## config.mk

```make
export PLATFORM = sky130hd
export DESIGN_NAME = instr_sequencer_flat
export DESIGN_NICKNAME = d
export VERILOG_FILES = /design/src/rtl/instr_sequencer_if.sv /design/src/rtl/instr_sequencer.sv /design/src/flat_wrapper.sv
export SDC_FILE = /design/constraint.sdc
export NUM_CORES = 1
export LEC_CHECK = 0
export BUFFER_PORTS_ARGS = -buffer_cell sky130_fd_sc_hd__buf_2
export CORE_MARGIN = 5
export CORE_UTILIZATION = 40
export DETAILED_ROUTE_END_ITERATION = 8
export PLACE_DENSITY = 0.66
export SETUP_SLACK_MARGIN = 0.05
export SYNTH_ARGS = -nofsm -noshare
export SYNTH_HDL_FRONTEND = slang
export SYNTH_SLANG_ARGS = --single-unit
export TNS_END_PERCENT = 20
```

## constraint.sdc

```tcl
create_clock -name clk -period 3.2 [get_ports clk]
set_input_delay 0.48 -clock clk [delete_from_list [all_inputs] [get_ports clk]]
set_output_delay 0.48 -clock clk [all_outputs]
set_load 0.05 [all_outputs]
```

## src/rtl/instr_sequencer_if.sv

```systemverilog
// Control, program-load and instruction-issue signals between the sequencer and its
// controller. The sequencer uses the slave modport; the controller or bench uses master.
interface instr_sequencer_if #(
    parameter int INSTR_WIDTH = 20,
    parameter int PC_BITS     = 5
);
    logic                   prog_wen;
    logic [PC_BITS-1:0]     prog_addr;
    logic [INSTR_WIDTH-1:0] prog_data;
    logic                   start;
    logic                   pause;
    logic [INSTR_WIDTH-1:0] instruction;
    logic                   instr_valid;
    logic [PC_BITS-1:0]     pc;
    logic                   busy;
    logic                   done;

    modport master (
        output prog_wen, prog_addr, prog_data, start, pause,
        input  instruction, instr_valid, pc, busy, done
    );

    modport slave (
        input  prog_wen, prog_addr, prog_data, start, pause,
        output instruction, instr_valid, pc, busy, done
    );
endinterface

```

## src/rtl/instr_sequencer.sv

```systemverilog
// Program ROM plus PC sequencer: fetches one word per ISSUE_CYCLES+1 cycles, presents it to
// the CPU with a one-cycle strobe, and stops on HALT_WORD or after the last address.
module instr_sequencer #(
    parameter int                     INSTR_WIDTH  = 20,
    parameter int                     PC_BITS      = 5,
    parameter int                     ISSUE_CYCLES = 4,
    parameter logic [INSTR_WIDTH-1:0] HALT_WORD    = 20'hFFFFF,
    parameter logic [INSTR_WIDTH-1:0] NOP_WORD     = 20'h00000
) (
    input  logic             clk,
    input  logic             rst,
    instr_sequencer_if.slave bus
);
    localparam int                   DEPTH    = 2 ** PC_BITS;
    localparam int                   CNT_BITS = $clog2(ISSUE_CYCLES + 1);
    localparam logic [PC_BITS-1:0]   LAST_PC  = '1;
    localparam logic [CNT_BITS-1:0]  CNT_ONE  = CNT_BITS'(1);
    // HOLD starts at 1 and the ISSUE cycle itself counts as part of the hold window
    localparam logic [CNT_BITS-1:0]  CNT_EXIT = CNT_BITS'(ISSUE_CYCLES - 1);

    typedef enum logic [2:0] {
        S_IDLE,
        S_FETCH,
        S_ISSUE,
        S_HOLD,
        S_DONE
    } state_t;

    state_t                 state_q, state_d;
    logic [PC_BITS-1:0]     pc_q, pc_d;
    logic [CNT_BITS-1:0]    cnt_q, cnt_d;
    logic [INSTR_WIDTH-1:0] instr_q, instr_d;
    logic                   valid_q, valid_d;
    logic                   busy_q, busy_d;
    logic                   done_q, done_d;

    logic [INSTR_WIDTH-1:0] mem [DEPTH];
    logic [INSTR_WIDTH-1:0] rom_rdata_q;
    logic                   prog_we;

    assign prog_we = bus.prog_wen && (state_q == S_IDLE || state_q == S_DONE);

    // Program memory is never reset so a loaded program survives rst
    always_ff @(posedge clk) begin
        if (prog_we) begin
            mem[bus.prog_addr] <= bus.prog_data;
        end
        rom_rdata_q <= mem[pc_q];
    end

    always_comb begin
        state_d = state_q;
        pc_d    = pc_q;
        cnt_d   = cnt_q;
        instr_d = instr_q;
        valid_d = 1'b0;
        unique case (state_q)
            S_IDLE, S_DONE: begin
                instr_d = NOP_WORD;
                if (bus.start) begin
                    state_d = S_FETCH;
                    pc_d    = '0;
                end
            end
            S_FETCH: begin
                instr_d = NOP_WORD;
                state_d = S_ISSUE;
            end
            S_ISSUE: begin
                if (rom_rdata_q == HALT_WORD) begin
                    instr_d = NOP_WORD;
                    state_d = S_DONE;
                end else begin
                    instr_d = rom_rdata_q;
                    valid_d = 1'b1;
                    cnt_d   = CNT_ONE;
                    state_d = S_HOLD;
                end
            end
            S_HOLD: begin
                if (cnt_q >= CNT_EXIT) begin
                    // Counter saturates here while pause is held
                    if (!bus.pause) begin
                        cnt_d = '0;
                        if (pc_q == LAST_PC) begin
                            instr_d = NOP_WORD;
                            state_d = S_DONE;
                        end else begin
                            pc_d    = pc_q + PC_BITS'(1);
                            state_d = S_FETCH;
                        end
                    end
                end else begin
                    cnt_d = cnt_q + CNT_ONE;
                end
            end
            default: begin
                instr_d = NOP_WORD;
                state_d = S_IDLE;
            end
        endcase
        busy_d = (state_d == S_FETCH) || (state_d == S_ISSUE) || (state_d == S_HOLD);
        done_d = (state_d == S_DONE);
    end

    always_ff @(posedge clk or negedge rst) begin
        if (!rst) begin
            state_q <= S_IDLE;
            pc_q    <= '0;
            cnt_q   <= '0;
            instr_q <= NOP_WORD;
            valid_q <= 1'b0;
            busy_q  <= 1'b0;
            done_q  <= 1'b0;
        end else begin
            state_q <= state_d;
            pc_q    <= pc_d;
            cnt_q   <= cnt_d;
            instr_q <= instr_d;
            valid_q <= valid_d;
            busy_q  <= busy_d;
            done_q  <= done_d;
        end
    end

    assign bus.instruction = instr_q;
    assign bus.instr_valid = valid_q;
    assign bus.pc          = pc_q;
    assign bus.busy        = busy_q;
    assign bus.done        = done_q;
endmodule

```

## src/flat_wrapper.sv

```systemverilog
// flat-port wrapper written by rule: the top's interface ports become plain ports
module instr_sequencer_flat 
#(
    parameter int                     INSTR_WIDTH  = 20,
    parameter int                     PC_BITS      = 5,
    parameter int                     ISSUE_CYCLES = 4,
    parameter logic [INSTR_WIDTH-1:0] HALT_WORD    = 20'hFFFFF,
    parameter logic [INSTR_WIDTH-1:0] NOP_WORD     = 20'h00000
)
  (clk, rst, bus_prog_wen, bus_prog_addr, bus_prog_data, bus_start, bus_pause, bus_instruction, bus_instr_valid, bus_pc, bus_busy, bus_done);
  instr_sequencer_if #(.INSTR_WIDTH(INSTR_WIDTH), .PC_BITS(PC_BITS)) bus_i ();
  input  logic clk;
  input  logic rst;
  input wire logic [$bits(bus_i.prog_wen)-1:0] bus_prog_wen;
  input wire logic [$bits(bus_i.prog_addr)-1:0] bus_prog_addr;
  input wire logic [$bits(bus_i.prog_data)-1:0] bus_prog_data;
  input wire logic [$bits(bus_i.start)-1:0] bus_start;
  input wire logic [$bits(bus_i.pause)-1:0] bus_pause;
  output wire logic [$bits(bus_i.instruction)-1:0] bus_instruction;
  output wire logic [$bits(bus_i.instr_valid)-1:0] bus_instr_valid;
  output wire logic [$bits(bus_i.pc)-1:0] bus_pc;
  output wire logic [$bits(bus_i.busy)-1:0] bus_busy;
  output wire logic [$bits(bus_i.done)-1:0] bus_done;
  assign bus_i.prog_wen = bus_prog_wen;
  assign bus_i.prog_addr = bus_prog_addr;
  assign bus_i.prog_data = bus_prog_data;
  assign bus_i.start = bus_start;
  assign bus_i.pause = bus_pause;
  assign bus_instruction = bus_i.instruction;
  assign bus_instr_valid = bus_i.instr_valid;
  assign bus_pc = bus_i.pc;
  assign bus_busy = bus_i.busy;
  assign bus_done = bus_i.done;
  instr_sequencer #(.INSTR_WIDTH(INSTR_WIDTH), .PC_BITS(PC_BITS), .ISSUE_CYCLES(ISSUE_CYCLES), .HALT_WORD(HALT_WORD), .NOP_WORD(NOP_WORD)) u_core (.clk(clk), .rst(rst), .bus(bus_i));
endmodule
```

Yosys cells after proc, flatten, opt, wreduce, memory -nomap -nowiden --
Memory sizes are Yosys's and may differ from the RTL's. A register that Yosys moved wholly into a read port is not among the register bits. Cells that the tools add are included.
Word-level totals: register bits after elaboration 34, latch bits 0, bits in writable memories 640, ROM bits 0, input bits 30, output and inout bits 28, word-level logic and storage cells 63, memories kept 1
Cells by class: $add $sub $neg 2, multipliers 0, div/mod/pow operators 0, $lt $le $gt $ge 1, eq/ne operators 17, shift operators 0, muxes and demuxes 24, bitwise gates (word level) 0, reductions and logical operators 11
Memories:
- u_core.mem | words 32, bits a word 20, read ports 1, clocked after Yosys merged registers in 1, write ports 1, RTL line instr_sequencer.sv:37 | logic [INSTR_WIDTH-1:0] mem [DEPTH];
Operators by type and width (number):
- $mux W20 | 4
- $pmux W20 S2 | 1
- $mux W3 | 8
- $eq A20 B20 Y1 const B | 1
- $mux W5 | 4
- $eq A3 B2 Y1 const B | 4
- $pmux W3 S4 | 1
- $pmux W5 S2 | 1
- $ne A2 B2 Y1 const B | 4
- $eq A3 B1 Y1 const B | 2
- $eq A3 B3 Y1 const B | 2
- $pmux W3 S2 | 1
- $reduce_and A3 Y1 | 2
- $add A5 B1 Y5 const B | 1
- $eq A5 B5 Y1 const B | 1
- $reduce_and A5 Y1 | 1
- $mux W1 | 4
- $ne A2 B1 Y1 const B | 2
- $reduce_bool A2 Y1 | 2
- $add A3 B1 Y3 const B | 1
- $ge A3 B2 Y1 const B | 1
- $logic_not A3 Y1 | 1
- $logic_or A1 B1 Y1 | 3
- $ne A3 B3 Y1 const B | 1
- other kinds (2) | 2

Longest topological paths before layout --
depth in word-level cells 8, mapped depth 10, mapped depth without buffers 8

Worst setup path after synthesis --
OpenSTA, ideal clock, no wires.
path kind register to register, start register u_core.pc_q[2], in the netlist u_core.bus.pc[2], end register u_core.pc_q[0], in the netlist u_core.bus.pc[0], setup time 127 ps, data arrival time 2694 ps, data required time 3073 ps, slack 379 ps, stages on the path, launching flop included 11, path buffers 3, clock period less this slack 2821 ps, cells stage by stage dfrtp_1 -> buf_2 -> buf_1 -> and3_1 -> ha_1 -> nand2_1 -> o31ai_1 -> a32oi_1 -> and3_1 -> buf_2 -> mux2_1
Between the ends: longest elaborated chain between the ends 3
Ends and longest elaborated chain:
- start: declaration | RTL line instr_sequencer.sv:30 | logic [PC_BITS-1:0] pc_q, pc_d;
- start signal: assignment | RTL line instr_sequencer.sv:117 | pc_q <= pc_d;
- $eq A5 B5 Y1 | RTL line instr_sequencer.sv:85 | if (pc_q == LAST_PC) begin
- $ne A2 B2 Y1 (no line)
- $reduce_and A5 Y1 (no line)
No other way between the ends. A chain may end at the register's enable or synchronous reset.

Worst setup path after layout --
start register u_core.pc_q[0], in the netlist u_core.bus.pc[0], end register u_core.pc_q[0], in the netlist u_core.bus.pc[0]
Between the ends: longest elaborated chain between the ends 5, elaborated cells between the ends (all ways) 8, classes of those cells 1 x add/sub; 2 x eq/ne; 4 x mux; 1 x reduce/logical
Ends and longest elaborated chain:
- $add A5 B1 Y5 | RTL line instr_sequencer.sv:89 | pc_d = pc_q + PC_BITS'(1);
- $mux W5 | RTL line instr_sequencer.sv:85
- $mux W5 | RTL line instr_sequencer.sv:83 | if (!bus.pause) begin
- $mux W5 | RTL line instr_sequencer.sv:81 | if (cnt_q >= CNT_EXIT) begin
- $pmux W5 S2 | RTL line instr_sequencer.sv:57 | unique case (state_q)
Parallel ways exist; a longest one is shown, timed or not. The select of a mux whose other input is x is not followed.

==> results.ini <==
[synthesis]
synth_top_cells_by_count = edfxtp_1, mux4_2, nand2_1
synth-async-reset-ratio = 0.0490
synth.mux.area_fraction = 0.173
synth-edff-count = 640
distinct_cell_type_count_of_the_synthesized_netlist = 40
syn_avg_cell_area_um2 = 23.0
post-synth-top-count-cell = edfxtp_1
synth.area.top_cells = edfxtp_1, mux4_2, dfrtp_1
yosys.area.top_type_share = 0.730
yosys.area_share.adder = 0.00190
syn-cell-area_mm2 = 0.0263
synth_top_cell_by_area = edfxtp_1
syn-instance-count = 1146
synthSimpleGateAreaFrac = 0.0227
combinational_family_with_the_most_area_after_synthesis = multiplexers
synth.ff_latch_count = 694
synth-xor-area-share = 0
synth_top_flop_cell = edfxtp_1
seq_area_frac_synth = 0.778
synthesis.nets = 1180
synthesis.yosys.warnings = 0
synth_area_in_compound_gates = 0.0118

[die]
ios = 58
dieHeight_um = 266
chipWidth_um = 266
floorplan.core_area_mm2 = 0.0655
rows = 94
dieArea_mm2 = 0.0710
floorplan.initialDensity = 0.402

[setup_path]
crit_arrival_ns = 3.05
endpoint_kind = flop
setup.worst_path.class = reg2reg
startpoint_type = flop
worstPathRequired_ns = 3.67
path_max_fanout = 12

[clock_network]
root_buffer = clkbuf_16
clock_tree.htree_level_count = 3
buffers_from_clock_root_to_sink_at_most = 3
worst_skew_pair.late_latency_ns = 0.60
tritoncts = yes
clkTransAtPathRegs_ns = 0.06
cts_inserted_buffers = 70
cts_sinks = 694

[sta]
timing_worst_slew_pin_value_ns = 0.961
fin_crit_ns = 2.58
maxSlewViolCount = 0
fin_setup_tns_ns = 0
fmax_mhz = 388
worst_slew_margin_relative_to_its_limit = 0.359
final_hold_viol_count = 0
grt_setup_unrepaired = no
skew_final_ns = 0.0192
fin_crit_sh = 0.806
setup_viol = 0

[global_routing]
grt_overflow = 0
first_pass_grt_wire_length_mm = 86.3
grt_pass1_vias = 12600
pin_count_of_the_biggest_net_entering_global_routing = 82
globalRouteTotalUtil = 0.165
number_of_antenna_violations_at_the_first_check_in_global_routing = 3

[drt]
drt_pass1_iterations = 5
drt-vias-per-instance = 5.58
drt_first_iter_violations = 1282
drt_wl_total_mm = 58.3
drt.antenna.violating_nets = 0
vias = 12200
detail_route.wl_per_cell_um = 26.7
drc_errors = 0

[placed_design]
detailed_place_hpwl_mm = 33.0
placement.io_buffers = 57
final_estimated_routing_congestion_in_global_placement = 0.801

[final_layout]
nFillCells = 5304
finish.net_count = 1301
drive_gt1_frac = 0.338
area.growth.synth_to_final_pct = 14.7

[power]
peak_vdd_ir_v = 0.000354
power_density_mw_per_mm2 = 781
design_power_total_mw = 23.6
power.leakage_nw = 9.57

[run_status]
outcome = completed

[hold_path]
worst_hold_path_type = in2reg

[job]
max_cap_violations = 0

==> power by group <==
group          internal (mW)  switching, mW
Combinational           2.36           2.65
Sequential              10.2          0.374
Clock                   4.71           3.25
Total                   17.3           6.27
==> per-stage QoR <==
stage	util	setup WS, ns	hold slack, ns	cell area (um2)	cells
floorplan	-	0.379	0.184	26300	1146
global route	0.461	0.502	0.155	30200	2184
detailed placement	0.426	0.668	0.476	27900	2058
finish	0.461	0.621	0.157	30200	2186
global placement	0.426	0.723	0.464	27900	2058
CTS	0.461	0.657	0.112	30200	2184
==> layout by cell type (no fill, tap or decap), drive strengths merged, types with 2 or more instances in the layout <==
cell type / instances
nand3b: 3
o21ai: 5
mux2i: 4
and3: 3
buf: 105
or2: 2
nand4: 7
a22o: 20
clkbuf: 100
nand2: 72
bufinv: 5
ha: 4
dfrtp: 34
or3: 3
o41ai: 2
edfxtp: 640
a21oi: 4
clkinv: 16
nor3: 4
dfxtp: 20
nor2: 40
mux4: 200
inv: 11
diode: 2
==> path summary, 6_finish.rpt <==
kind | start | to | slack, ns | cells past startpoint
max reg2reg | u_core.bus.pc[0] | u_core.bus.pc[0] | 0.62 | 8
max in group asynchronous | rst | u_core.bus.pc[0] | 2.02 | 2
min in group asynchronous | rst | u_core.bus.done | 0.55 | 2
min | bus_start | u_core.bus.done | 0.16 | 2
min reg2reg | u_core.rom_rdata_q[5] | u_core.bus.instruction[5] | 0.49 | 1
max | u_core.bus.pc[0] | u_core.bus.pc[0] | 0.62 | 8
==> critical path: stages (launching register included) <==
cell and delay (ns):
dfrtp_4 0.61, ha_1 0.28, and3_1 0.19, ha_1 0.20, nand2_1 0.10, o31ai_1 0.07, a32oi_1 0.34, and3_1 0.33
mux2_1 0.34
==> per-layer routing <==
layer,up-vias,global-route usage,part of all wire
met4,2,0.0378,0.020
met3,91,0.0336,0.070
met5,-,0,0.00012
met1,6573,0.237,0.42
met2,465,0.265,0.49
li1,5076,-,-
==> flip-flops by register name, indices dropped and copies added (netlist names) <==
signal                  flops
u_core.bus.busy             1
u_core.bus.done             1
u_core.bus.instr_valid      1
u_core.bus.instruction     20
u_core.bus.pc               5
u_core.cnt_q                3
u_core.mem                640
u_core.rom_rdata_q         20
u_core.state_q              3
==> timing repair <==
action | CTS | global route
endpoints found under the hold margin | 18 | 0
setup buffers | 0 | 0
gates resized for setup | 0 | 0
hold buffers | 1 | 0
==> cells by family after synthesis <==
family                     Yosys count
AOI/OAI and AO/OA                   39
adders and majority gates            4
buffers and inverters               64
DFF                                694
muxes                              205
and+or+nand+nor                    140
==> cell type report <==
class,instances,area [um2],area share
well taps,864,1080,0.0358
flip-flops and latches,694,20500,0.678
multi-input cells,388,5600,0.185
diodes,2,5.00,0.000166
repair buffers,106,756,0.0250
clock inverters,25,260,0.00862
clock buffers,100,1980,0.0655
inverters,7,26.3,0.000870
Power figures use the tool's default switching activity.
